--- src/rtl/spi_slave.sv ---
// -----------------------------------------------------------------------------
// spi_slave
//   SPI peripheral endpoint. Words arriving on mosi leave on an AXI-Stream
//   master port. Words taken from an AXI-Stream slave port are shifted out on
//   miso at the same time. Supports all four SPI modes, MSB/LSB-first ordering,
//   word widths from 1 to AXIS_DATA_WIDTH, and back-to-back words within one
//   chip-select frame. Everything runs on clk. The SPI pins are synchronized,
//   and their edges are detected in the clk domain.
//
// Ports
//   clk, rst            system clock, async active-high reset
//   s_axis_t*           TX words (right-aligned) into a one-word holding buffer
//   m_axis_t*           RX words (right-aligned) from a one-word output register
//   sclk, mosi, cs_n    SPI pins from the master (asynchronous)
//   miso_o, miso_t      SPI data to the master; miso_t=1 means high-Z
//   enable              accept new frames / TX words
//   lsb_first           bit order
//   spi_mode            {CPOL, CPHA}
//   spi_word_width      bits per word; 0 means AXIS_DATA_WIDTH
//   rx_overrun_error    sticky: an unread RX word was overwritten
//   tx_underflow        1-cycle pulse: a word was started with no TX data
//   bus_active          a frame is in progress
// -----------------------------------------------------------------------------
module spi_slave #(
    parameter  int AXIS_DATA_WIDTH    = 8,
    localparam int WORD_COUNTER_WIDTH = $clog2(AXIS_DATA_WIDTH) + 1
) (
    input  logic                          clk,
    input  logic                          rst,
    input  logic [AXIS_DATA_WIDTH-1:0]    s_axis_tdata,
    input  logic                          s_axis_tvalid,
    output logic                          s_axis_tready,
    output logic [AXIS_DATA_WIDTH-1:0]    m_axis_tdata,
    output logic                          m_axis_tvalid,
    input  logic                          m_axis_tready,
    input  logic                          sclk,
    input  logic                          mosi,
    input  logic                          cs_n,
    output logic                          miso_o,
    output logic                          miso_t,
    input  logic                          enable,
    input  logic                          lsb_first,
    input  logic [1:0]                    spi_mode,
    input  logic [WORD_COUNTER_WIDTH-1:0] spi_word_width,
    output logic                          rx_overrun_error,
    output logic                          tx_underflow,
    output logic                          bus_active
);

    localparam int              W    = AXIS_DATA_WIDTH;
    localparam int              CW   = WORD_COUNTER_WIDTH;
    localparam logic [CW-1:0]   LP_W = CW'(W);

    typedef enum logic {
        S_IDLE   = 1'b0,
        S_ACTIVE = 1'b1
    } state_t;

    // ------------------------------------------------------------------
    // Pin synchronizers plus one extra stage for edge detection.
    // The cs_n stages reset low. If cs_n is already low when reset is
    // released, no falling edge appears, so the block waits for a fresh frame.
    // ------------------------------------------------------------------
    logic r_sclk_s1, r_sclk_s2, r_sclk_d;
    logic r_mosi_s1, r_mosi_s2;
    logic r_cs_s1,   r_cs_s2,   r_cs_d;

    always_ff @(posedge clk or posedge rst) begin
        if (rst) begin
            r_sclk_s1 <= 1'b0;
            r_sclk_s2 <= 1'b0;
            r_sclk_d  <= 1'b0;
            r_mosi_s1 <= 1'b0;
            r_mosi_s2 <= 1'b0;
            r_cs_s1   <= 1'b0;
            r_cs_s2   <= 1'b0;
            r_cs_d    <= 1'b0;
        end else begin
            r_sclk_s1 <= sclk;
            r_sclk_s2 <= r_sclk_s1;
            r_sclk_d  <= r_sclk_s2;
            r_mosi_s1 <= mosi;
            r_mosi_s2 <= r_mosi_s1;
            r_cs_s1   <= cs_n;
            r_cs_s2   <= r_cs_s1;
            r_cs_d    <= r_cs_s2;
        end
    end

    logic w_sclk_rise, w_sclk_fall, w_cs_fall, w_cs_rise;
    assign w_sclk_rise = r_sclk_s2 & ~r_sclk_d;
    assign w_sclk_fall = ~r_sclk_s2 & r_sclk_d;
    assign w_cs_fall   = ~r_cs_s2 & r_cs_d;
    assign w_cs_rise   = r_cs_s2 & ~r_cs_d;

    // ------------------------------------------------------------------
    // State and per-frame configuration
    // ------------------------------------------------------------------
    state_t          r_state, w_state_nxt;
    logic            w_start;   // frame begins this cycle
    logic            w_run;     // active and not being torn down
    logic            r_cpol, r_cpha, r_lsb;
    logic [CW-1:0]   r_width;
    logic [CW-1:0]   r_bit_in_cnt, r_bit_out_cnt;
    logic [W-1:0]    r_rx_shift, r_tx_shift;
    logic [W-1:0]    r_txb_data;
    logic            r_txb_full;
    logic [W-1:0]    r_m_tdata;
    logic            r_m_tvalid, r_overrun, r_tx_underflow, r_miso;

    always_ff @(posedge clk or posedge rst) begin
        if (rst) r_state <= S_IDLE;
        else     r_state <= w_state_nxt;
    end

    always_comb begin
        w_state_nxt = r_state;
        w_start     = 1'b0;
        w_run       = 1'b0;
        case (r_state)
            S_IDLE: begin
                // A falling edge while disabled is consumed without effect.
                // A new frame needs cs_n to rise and fall again.
                if (w_cs_fall && enable) begin
                    w_state_nxt = S_ACTIVE;
                    w_start     = 1'b1;
                end
            end
            S_ACTIVE: begin
                if (w_cs_rise) w_state_nxt = S_IDLE;
                else           w_run       = 1'b1;
            end
            default: w_state_nxt = S_IDLE;
        endcase
    end

    // ------------------------------------------------------------------
    // Edge roles. The sample edge is rising when CPOL^CPHA==0. The shift
    // edge is the other edge.
    // ------------------------------------------------------------------
    logic w_mode_xor, w_sample, w_shift, w_word_done;
    assign w_mode_xor  = r_cpol ^ r_cpha;
    assign w_sample    = w_run & (w_mode_xor ? w_sclk_fall : w_sclk_rise);
    assign w_shift     = w_run & (w_mode_xor ? w_sclk_rise : w_sclk_fall);
    assign w_word_done = w_sample && (CW'(r_bit_in_cnt + 1'b1) == r_width);

    // ------------------------------------------------------------------
    // TX word load. At frame start, the config inputs are used directly
    // because they are latched in the same cycle. Loads inside a frame are
    // lazy: they happen on the shift edge that needs bit 0 of the next word.
    // This way, the last word of a frame does not pull an extra buffer entry.
    // ------------------------------------------------------------------
    logic [CW-1:0] w_in_width, w_ld_width;
    logic          w_ld_lsb, w_ld_first, w_tx_load, w_tx_bit;
    logic [W-1:0]  w_ld_raw, w_ld_word, w_ld_rest, w_tx_adv;

    assign w_in_width = (spi_word_width == '0 || spi_word_width > LP_W) ? LP_W : spi_word_width;
    assign w_ld_width = (r_state == S_IDLE) ? w_in_width : r_width;
    assign w_ld_lsb   = (r_state == S_IDLE) ? lsb_first  : r_lsb;
    assign w_ld_raw   = r_txb_full ? r_txb_data : '0;
    // MSB-first words are left-aligned so the first bit always leaves from bit W-1
    assign w_ld_word  = w_ld_lsb ? w_ld_raw : (w_ld_raw << (LP_W - w_ld_width));
    assign w_ld_first = w_ld_lsb ? w_ld_word[0] : w_ld_word[W-1];
    assign w_ld_rest  = w_ld_lsb ? (w_ld_word >> 1) : (w_ld_word << 1);
    assign w_tx_load  = w_start | (w_shift & (r_bit_out_cnt == r_width));
    assign w_tx_bit   = r_lsb ? r_tx_shift[0] : r_tx_shift[W-1];
    assign w_tx_adv   = r_lsb ? (r_tx_shift >> 1) : (r_tx_shift << 1);

    // ------------------------------------------------------------------
    // RX shifter. MSB-first shifts in at bit 0. LSB-first shifts in at the
    // top, and the result is right-aligned when the word completes.
    // ------------------------------------------------------------------
    logic [W-1:0] w_rx_next, w_rx_word;
    assign w_rx_next = r_lsb ? {r_mosi_s2, r_rx_shift[W-1:1]} : {r_rx_shift[W-2:0], r_mosi_s2};
    assign w_rx_word = r_lsb ? (w_rx_next >> (LP_W - r_width)) : w_rx_next;

    // ------------------------------------------------------------------
    // Shift datapath
    // ------------------------------------------------------------------
    always_ff @(posedge clk or posedge rst) begin
        if (rst) begin
            r_cpol         <= 1'b0;
            r_cpha         <= 1'b0;
            r_lsb          <= 1'b0;
            r_width        <= LP_W;
            r_bit_in_cnt   <= '0;
            r_bit_out_cnt  <= '0;
            r_rx_shift     <= '0;
            r_tx_shift     <= '0;
            r_miso         <= 1'b0;
            r_tx_underflow <= 1'b0;
        end else begin
            r_tx_underflow <= 1'b0;

            if (w_start) begin
                r_cpol       <= spi_mode[1];
                r_cpha       <= spi_mode[0];
                r_lsb        <= lsb_first;
                r_width      <= w_in_width;
                r_bit_in_cnt <= '0;
                r_rx_shift   <= '0;
            end else if (w_sample) begin
                if (w_word_done) begin
                    r_bit_in_cnt <= '0;
                    r_rx_shift   <= '0;
                end else begin
                    r_bit_in_cnt <= r_bit_in_cnt + 1'b1;
                    r_rx_shift   <= w_rx_next;
                end
            end

            if (w_tx_load) begin
                r_tx_underflow <= ~r_txb_full;
                if (w_start && spi_mode[0]) begin
                    // CPHA=1: the first bit waits for the leading edge
                    r_tx_shift    <= w_ld_word;
                    r_bit_out_cnt <= '0;
                    r_miso        <= 1'b0;
                end else begin
                    // CPHA=0 frame start, or any word boundary: drive bit 0 now
                    r_tx_shift    <= w_ld_rest;
                    r_miso        <= w_ld_first;
                    r_bit_out_cnt <= CW'(1);
                end
            end else if (w_shift) begin
                r_tx_shift    <= w_tx_adv;
                r_miso        <= w_tx_bit;
                r_bit_out_cnt <= r_bit_out_cnt + 1'b1;
            end
        end
    end

    // ------------------------------------------------------------------
    // TX holding buffer. Fill and drain never coincide: a fill needs the
    // buffer empty, and a drain empties only a full buffer.
    // ------------------------------------------------------------------
    always_ff @(posedge clk or posedge rst) begin
        if (rst) begin
            r_txb_full <= 1'b0;
            r_txb_data <= '0;
        end else begin
            if (w_tx_load && r_txb_full)
                r_txb_full <= 1'b0;
            if (s_axis_tvalid && s_axis_tready) begin
                r_txb_full <= 1'b1;
                r_txb_data <= s_axis_tdata;
            end
        end
    end

    // ------------------------------------------------------------------
    // RX output register. A completed word always wins over the handshake.
    // Overrun is flagged only if the old word was not taken in this cycle.
    // ------------------------------------------------------------------
    always_ff @(posedge clk or posedge rst) begin
        if (rst) begin
            r_m_tdata  <= '0;
            r_m_tvalid <= 1'b0;
            r_overrun  <= 1'b0;
        end else begin
            if (r_m_tvalid && m_axis_tready) begin
                r_m_tvalid <= 1'b0;
                r_overrun  <= 1'b0;
            end
            if (w_word_done) begin
                r_m_tdata  <= w_rx_word;
                r_m_tvalid <= 1'b1;
                if (r_m_tvalid && !m_axis_tready)
                    r_overrun <= 1'b1;
            end
        end
    end

    assign s_axis_tready    = enable & ~r_txb_full;
    assign m_axis_tdata     = r_m_tdata;
    assign m_axis_tvalid    = r_m_tvalid;
    assign rx_overrun_error = r_overrun;
    assign tx_underflow     = r_tx_underflow;
    assign miso_o           = r_miso;
    // Decoded from state, so an async reset floats miso at once
    assign miso_t           = (r_state != S_ACTIVE);
    assign bus_active       = (r_state == S_ACTIVE);

endmodule

--- config.mk ---
export PLATFORM = sky130hd
export DESIGN_NAME = spi_slave
export DESIGN_NICKNAME = d
export VERILOG_FILES = /design/src/rtl/spi_slave.sv
export SDC_FILE = /design/constraint.sdc
export NUM_CORES = 1
export LEC_CHECK = 0
export ABC_AREA = 0
export ABC_CLOCK_PERIOD_IN_PS = 2300
export CAP_MARGIN = 20
export CORE_ASPECT_RATIO = 0.8
export CORE_UTILIZATION = 52
export DETAILED_ROUTE_END_ITERATION = 16
export PLACE_DENSITY = 0.77
export SLEW_MARGIN = 20
export SYNTH_ARGS = -nofsm -noshare
export SYNTH_HDL_FRONTEND = slang
export SYNTH_SLANG_ARGS = --single-unit
--- constraint.sdc ---
create_clock -name clk -period 2.3 [get_ports clk]
set_input_delay 0.575 -clock clk [delete_from_list [all_inputs] [get_ports clk]]
set_output_delay 0.575 -clock clk [all_outputs]
set_load 0.005 [all_outputs]
==> impl_results.md, run 1 <==
* Clk pin slew, worst setup/hold paths at 80 ps
* Count of endpoints failing hold in the final timing report at 0
* Synth Area in Compound Gates at 19.0%
* Violations in the final reports: setup timing
* Adder-Cell Fraction of Synth Area at 1.31%
* Post-Synthesis Mean Instance Area at 9.54 sq um
* Maximum number of pins on one net before global-route repair at 62
* CTS tree: yes
* Unrepaired setup endpoints after global routing: yes
* Dominant synthesized flop cell: sky130_fd_sc_hd__dfrtp_1
* Final Wtd Congestion at 0.949
* Total die area at 0.00768 sq mm
* Worst EP arrival at 2590 ps
* Number of nets still failing antenna checks after routing at 0
* Endpoint of the worst register-to-register path: r_tx_shift[4]
* Number of core rows at 27
* Worst path setup slack after routing at -28.7 ps
* 1st-pass router iterations at 5
* Number of synthesized register bits at 61
* Required time of the critical path at 2560 ps
* Worst vdd rail ir drop at 0.000477 V
* Remaining global-route overflow at 0
* Area of the multi-input gates at 0.00223 sq mm
* Detailed placement HPWL at 7260 um
* Worst R2R Setup Slack at -30 ps
* Detailed-route via count at 3435
* Headroom to the max-slew limit at 48.9%
* Run status: finished with violations
* Largest clock skew in the final design at 6.53 ps
* Post-placement cell count at 539
* Max capacitance violation total at 0
* Length in cells of the worst reg-to-reg path at 10
* Number of clock sinks at 61
* Iter 0 DRT Violations at 233
* Die boundary width at 97.8 um
* Portion of the post-synthesis area used by sequential elements at 40.0%
* Global-route wire length before repair at 16500 um
* Number of clock buffers inserted by TritonCTS at 9
* Critical path origin: bus_active
* Area inside the core boundary at 0.00699 sq mm
* Post-route minimum period at 2330 ps
* Antenna violations before repair at 0
* Number of nets in the finished design at 495
* Layout cell share with drive strength beyond 1 at 27.1%
* Cell chosen for the clock root: sky130_fd_sc_hd__clkbuf_8
* CP startpoint kind: flip-flop
* Placed cell area at 0.00451 sq mm
* Critical-path maximum fanout at 7
* Maximum operating frequency at 429 MHz
* Post-route design area at 0.00486 sq mm
* Boundary pin count at 38
* Antenna diodes at 0
* Power density normalized to cell area at 975 mW/mm^2
* Core utilization of the finished layout at 69.5%
* Capture point of the worst path: r_tx_shift[4]
* Worst skew pair latency at 350 ps
* Main combinational cell family by area after synthesis: compound AO/OA/AOI/OAI gates
* Post-synthesis cell count at 400
* Worst Setup Path Type: flip-flop to flip-flop
* Final setup vio count at 2
* Port bufs at 37
* Classification of the worst-slack hold path: flip-flop to flip-flop
* Fraction of synthesized cell area in xor and xnor cells at 3.57%
* Number of global-route vias before repair at 3221
* Number of slew-limit violations in the final report at 0
* Die height at 78.6 um
* Maximum level of the CTS H-tree at 3
* Number of design rule violations left after detail routing at 0
* Count of non-filler cells in the finished layout at 560
* Reg-to-reg critical path startpoint: bus_active
* EDFF count, synth at 0
* Nets in the synthesized netlist at 427
* Total routed wirelength at 9970 um
* Netlist area before placement at 0.00381 sq mm
* Worst slew pin tran at 759 ps
* Filler instances at 536
* Kind of capture point of the worst setup path: flip-flop
* Async set-or-reset flop fraction in the synthesized netlist at 100%
* Number of library cell types mapped by synthesis at 62
* Synthesis warning total at 0
* Area delta synth->final at 27.4%
* Post-Synth Simple-Gate Area at 17.3%
* Initial cell density of the core at 54.6%
* Post-Place Worst Slack at -702 ps
* Post-route total power at 4.74 mW
* Global router's overall resource usage at 28.1%
* Maximum root-to-sink buffer count at 2
* Multiplexer share of the synthesized area at 13.9%
* Final period util at 101%
* Standby leakage power at 2.17 nW
* Routed len/inst at 17.8 um
* Storage element area at 0.00153 sq mm
* Routed via count divided by cell count at 6.13
-- sequential cells by signal (all words and copies together) (netlist names), 4 cells and up, named ones only --
| signal | flops |
|---|---|
| r_tx_shift | 8 |
| r_rx_shift | 8 |
| r_bit_in_cnt | 4 |
| r_width | 4 |
| r_txb_data | 8 |
| m_axis_tdata | 8 |
| r_bit_out_cnt | 4 |
-- per-stage QoR --
step	hold WS [ps]	TNS (ps)
3_3_place_gp	336	-4580
6_report	352	-40.7
4_1_cts	354	0
5_1_grt	355	-361
3_5_place_dp	336	-5200
2_1_floorplan	331	-257
-- timing repair --
action | in CTS | in global routing
gates resized for setup | 15 | 14
hold buffers | 0 | 0
setup buffers | 4 | 1
setup endpoints to repair | 10 | 9
pin swaps | 7 | 12
hold endpoints to repair | 0 | 0
-- how the worst min path moves through the flow --
stage | to | cells past startpoint | slack (ps) | from
floorplan | r_cs_s2 | 0 | 330 | r_cs_s1
global placement | r_mosi_s2 | 0 | 340 | r_mosi_s1
detailed placement | r_mosi_s2 | 0 | 340 | r_mosi_s1
CTS | r_mosi_s2 | 0 | 350 | r_mosi_s1
global route | r_mosi_s2 | 0 | 350 | r_mosi_s1
finish | r_mosi_s2 | 0 | 350 | r_mosi_s1
-- power breakdown --
part | total [mW] | internal, mW | switching (mW) | leakage [nW]
combinational | 1.99 | 0.982 | 1.01 | 1.28
sequential | 1.66 | 1.34 | 0.319 | 0.785
clock | 1.09 | 0.615 | 0.477 | 0.110
-- cell usage after synthesis, types with 4 or more instances --
master	n	share of area, %
sky130_fd_sc_hd__inv_1	13	1.3
sky130_fd_sc_hd__a31oi_1	4	0.66
sky130_fd_sc_hd__xnor2_1	5	1.1
sky130_fd_sc_hd__nand2b_1	7	1.1
sky130_fd_sc_hd__nor2_1	22	2.2
sky130_fd_sc_hd__dfrtp_1	60	39
sky130_fd_sc_hd__nor3_1	10	1.3
sky130_fd_sc_hd__a21o_1	4	0.79
sky130_fd_sc_hd__mux2i_1	18	4.7
sky130_fd_sc_hd__ha_1	4	1.3
sky130_fd_sc_hd__and3_1	6	0.98
sky130_fd_sc_hd__mux2_2	29	8.6
sky130_fd_sc_hd__nand2_1	44	4.3
sky130_fd_sc_hd__clkbuf_1	9	0.89
sky130_fd_sc_hd__nor4_1	4	0.66
sky130_fd_sc_hd__o31ai_1	6	1.2
sky130_fd_sc_hd__a221oi_1	4	0.92
sky130_fd_sc_hd__o211ai_1	7	1.4
sky130_fd_sc_hd__o21ai_1	4	0.52
sky130_fd_sc_hd__a21oi_1	19	2.5
sky130_fd_sc_hd__o21ai_0	20	2.6
sky130_fd_sc_hd__nand3_1	11	1.4
sky130_fd_sc_hd__xor2_1	8	1.8
sky130_fd_sc_hd__a22o_1	9	2.1
sky130_fd_sc_hd__buf_2	13	1.7
-- cell usage in the layout, fill, tap and decap left out, drive strengths merged, types with 5 or more instances in the layout --
cell type	n
a21oi	21
a22o	9
and3	6
buf	46
clkbuf	10
clkdlybuf4s50	32
dfrtp	60
inv	15
mux2	29
mux2i	18
nand2	44
nand2b	7
nand3	11
nor2	24
nor3	10
nor4	5
o211ai	7
o21ai	24
o31ai	7
xnor2	5
xor2	8
-- kinds of logic (layout without fill, tap and decap cells) --
family / after synthesis / after routing
fa+ha+maj: 4 / 4
compound gates: 103 / 103
mux: 48 / 48
xor+xnor: 14 / 14
buf+inv: 40 / 113
flops: 61 / 61
simple gates: 130 / 130
-- layout make-up --
type                       instances  area share, %
multi-input combinational        299           45.8
tap                               87           2.24
clock inverter                     7           2.03
clock buffer                       9           2.55
sequential                        61           31.5
timing repair buffer              83           14.9
inverter                          14           1.08
-- layer usage --
metal	track usage (%)	up-vias	wire [um]
li1	-	1599	-
met1	40.9	1671	4660
met2	41.1	148	4460
met3	6.14	17	692
met4	9.70	0	154
met5	0	-	0
-- worst max-delay path, stage by stage, from the launching register on --
cell and delay, ps:
sky130_fd_sc_hd__dfrtp_2 470, sky130_fd_sc_hd__nor3b_4 260, sky130_fd_sc_hd__nor2_4 60, sky130_fd_sc_hd__ha_4 170
sky130_fd_sc_hd__a21o_1 170, sky130_fd_sc_hd__o211ai_1 240, sky130_fd_sc_hd__buf_4 180, sky130_fd_sc_hd__and3_1 160
sky130_fd_sc_hd__o211a_1 200, sky130_fd_sc_hd__nor4_2 60, sky130_fd_sc_hd__o31ai_2 260
No activity file was read; power rests on OpenSTA's default activity.
==> inputs of run 2 (changes only) <==
Settings changed: CORE_UTILIZATION 52 to 54, CTS_BUF_LIST set to sky130_fd_sc_hd__clkbuf_8, PLACE_DENSITY 0.77 to 0.79.
==> run 2 against run 1 <==
Critical path type is now input pin to flip-flop. Hold slack improved by 9.8 ps. Combinational power about the same. Clock skew is 2.4 ps higher. Largest cell class unchanged. The flow still finishes with violations (setup timing). Largest power group unchanged. Global-route usage grew 2.1 points. Sequential power is essentially flat. Maximum frequency is 0.98% higher.
==> impl_results.md, run 2 (synthesized netlist as in run 1, its figures left out) <==
* Run status: finished with violations (unchanged)
* Violations in the final reports: setup timing (unchanged)
* Post-route design area at 0.00494 sq mm (was 0.00486 sq mm)
* Final period util at 100% (was 101%)
* Critical Path Max Stage Delay at 540 ps (was 470 ps)
* Classification of the worst-slack hold path: flip-flop to flip-flop (unchanged)
* Length in cells of the worst reg-to-reg path at 11 (was 10)
* Clock power share at 19.8% (was 23.1%)
* Startpoint of the tightest hold check path: r_sclk_s1 (was r_mosi_s1)
* Iter 0 DRT Violations at 215 (was 233)
* Hold Crit Endpoint: r_sclk_s2 (was r_mosi_s2)
* Critical-path cell list: clkdlybuf4s50_1, or3b_1, a21oi_1, a22oi_2, nor4_1, buf_4, nor3_1, o31ai_1 (was nor3b_4, nor2_4, ha_4, a21o_1, o211ai_1, buf_4, and3_1, o211a_1, nor4_2, o31ai_2)
* Number of clock sinks at 61 (unchanged)
* Final Wtd Congestion at 0.940 (was 0.949)
* Filler instances at 526 (was 536)
* Kind of capture point of the worst setup path: flip-flop (unchanged)
* Final setup vio count at 1 (was 2)
* Post-route total power at 4.58 mW (was 4.74 mW)
* 1st-pass router iterations at 5 (unchanged)
* Detailed placement HPWL at 7260 um (about the same)
* Layout cell share with drive strength beyond 1 at 29.0% (was 27.1%)
* Detailed-route via count at 3487 (was 3435)
* Remaining global-route overflow at 0 (unchanged)
* Cells on Worst Hold Path at 0 (unchanged)
* Max capacitance violation total at 0 (unchanged)
* Number of global-route vias before repair at 3329 (was 3221)
* Headroom to the max-slew limit at 59.5% (was 48.9%)
* Switch Pwr at 1.82 mW (was 1.80 mW)
* CP max stage cell: sky130_fd_sc_hd__clkdlybuf4s50_1 (was sky130_fd_sc_hd__dfrtp_2)
* Post-route minimum period at 2310 ps (was 2330 ps)
* Total routed wirelength at 10200 um (was 9970 um)
* Most frequent standard cell in the layout excluding fill and tap cells: sky130_fd_sc_hd__buf_4 (was sky130_fd_sc_hd__dfrtp_1)
* Boundary pin count at 38 (unchanged)
* Cell-internal power at 2.76 mW (was 2.93 mW)
* Largest clock skew in the final design at 8.94 ps (was 6.53 ps)
* Number of design rule violations left after detail routing at 0 (unchanged)
* Clk pin slew, worst setup/hold paths at 80 ps (about the same)
* Unrepaired setup endpoints after global routing: yes (unchanged)
* Power density normalized to cell area at 927 mW/mm^2 (was 975 mW/mm^2)
* Worst Hold Slack at 362 ps (was 352 ps)
* Routed via count divided by cell count at 6.04 (was 6.13)
* Worst R2R Setup Slack at 50 ps (was -30 ps)
* Area delta synth->final at 29.4% (was 27.4%)
* Critical-path maximum fanout at 4 (was 7)
* Global router's overall resource usage at 30.1% (was 28.1%)
* Flop pwr share at 36.3% (was 34.9%)
* Worst Setup Path Type: input pin to flip-flop (was flip-flop to flip-flop)
* Worst EP arrival at 2560 ps (was 2590 ps)
* Die boundary width at 96.0 um (was 97.8 um)
* Post-CTS Hold Buffers at 0 (unchanged)
* Area inside the core boundary at 0.00686 sq mm (was 0.00699 sq mm)
* Post-Place Worst Slack at -585 ps (was -702 ps)
* Placed cell area at 0.00454 sq mm (was 0.00451 sq mm)
* Reg-to-reg critical path startpoint: bus_active (unchanged)
* Standby leakage power at 2.21 nW (was 2.17 nW)
* Port bufs at 37 (unchanged)
* Number of nets in the finished design at 512 (was 495)
* CP startpoint kind: input pin (was flip-flop)
* Count of endpoints failing hold in the final timing report at 0 (unchanged)
* Number of slew-limit violations in the final report at 0 (unchanged)
* Global-route wire length before repair at 17000 um (was 16500 um)
* Number of clock buffers inserted by TritonCTS at 9 (unchanged)
* Cell chosen for the clock root: sky130_fd_sc_hd__clkbuf_8 (unchanged)
* Antenna violations before repair at 0 (unchanged)
* Die height at 77.2 um (was 78.6 um)
* Switching fraction of total power at 39.7% (was 38.1%)
* Maximum level of the CTS H-tree at 3 (unchanged)
* Proportion of power drawn by combinational gates at 43.9% (was 42.0%)
* Routed len/inst at 17.7 um (was 17.8 um)
* Worst vdd rail ir drop at 0.000557 V (was 0.000477 V)
* Endpoint of the worst register-to-register path: r_tx_shift[4] (unchanged)
* Highest-count cells in the layout ignoring fill and taps: sky130_fd_sc_hd__buf_4 (61), sky130_fd_sc_hd__dfrtp_1 (60), sky130_fd_sc_hd__nand2_1 (44), sky130_fd_sc_hd__clkdlybuf4s50_1 (33), sky130_fd_sc_hd__mux2_2 (28) (was sky130_fd_sc_hd__dfrtp_1 (59), sky130_fd_sc_hd__buf_4 (45), sky130_fd_sc_hd__nand2_1 (44), sky130_fd_sc_hd__clkdlybuf4s50_1 (32), sky130_fd_sc_hd__mux2_2 (29))
* Maximum root-to-sink buffer count at 2 (unchanged)
* Worst path setup slack after routing at -6.03 ps (was -28.7 ps)
* Initial cell density of the core at 55.6% (was 54.6%)
* Number of core rows at 27 (unchanged)
* Maximum operating frequency at 434 MHz (was 429 MHz)
* Worst skew pair latency at 350 ps (about the same)
* Core utilization of the finished layout at 72.0% (was 69.5%)
* CTS tree: yes (unchanged)
* Total die area at 0.00741 sq mm (was 0.00768 sq mm)
* Number of nets still failing antenna checks after routing at 0 (unchanged)
* Required time of the critical path at 2550 ps (was 2560 ps)
* Antenna diodes at 0 (unchanged)
* Worst slew pin tran at 602 ps (was 759 ps)
* Maximum number of pins on one net before global-route repair at 33 (was 62)
run 2: cell count changes in the layout (fill, tap and decap cells not counted), sizes merged:
| cell | delta |
|---|---|
| buf | +17 |
| bufinv | -2 |
| clkdlybuf4s50 | +1 |
| clkinv | -2 |
| clkinvlp | +3 |
| dlygate4sd2 | +1 |
| dlymetal6s2s | -1 |
run 2: per-layer routing:
layer	share of wire (%)	up-vias	global-route usage (%)
met5	0	-	0
met4	0.89	0	6.87
met3	7.6	11	9.13
met2	44	148	42.1
met1	48	1689	45.3
li1	-	1639	-
run 2: power by group through the flow:
stage / combinational (mW) / sequential, mW / clock, mW
after global routing: 2.18 / 1.69 / 0.978
after CTS: 1.92 / 1.64 / 0.920
after global placement: 1.81 / 1.65 / 0
final: 2.01 / 1.66 / 0.908
after detailed placement: 1.85 / 1.66 / 0
after floorplan: 1.36 / 1.51 / 0
run 2: worst max path at each step:
| stage | startpoint | to | slack [ps] | depth (start not counted) |
|---|---|---|---|---|
| after detailed placement | spi_word_width[3] | r_tx_shift[7] | -590 | 9 |
| after global routing | spi_word_width[2] | r_tx_shift[1] | -90 | 8 |
| after floorplan | spi_word_width[3] | r_tx_shift[7] | -100 | 8 |
| after CTS | bus_active | r_tx_shift[3] | 40 | 10 |
| after global placement | spi_word_width[3] | r_tx_shift[7] | -550 | 9 |
| final | spi_word_width[2] | r_tx_shift[1] | -6 | 8 |
run 2: final cells by class:
type	instances	area [sq um]	share of cell area, %
multi-input combinational	299	2210	44.7
sequential	61	1530	31.0
timing repair buffer	100	855	17.3
clock buffer	10	138	2.79
tap	87	109	2.21
inverter	14	52.6	1.06
clock inverter	6	47.5	0.963
run 2: repair_timing:
item                                   CTS  global route
setup endpoints to repair               10             9
endpoints found under the hold margin    0             0
cloned                                   0             0
resized for setup                       12            11
setup buffers                           13             5
pin swaps                                9            13
run 2: worst max-delay path, delay by kind of cell:
kind                   cells  cell delay (ps)
AOI/OAI and AO/OA          3              540
buffers and inverters      2              730
and+or+nand+nor            3              710
run 2: metrics by stage:
step / instances / TNS (ps)
finish: 577 / -6.03
global route: 577 / -295
CTS: 572 / 0
detailed placement: 543 / -4880
global placement: 543 / -4570
floorplan: 400 / -257
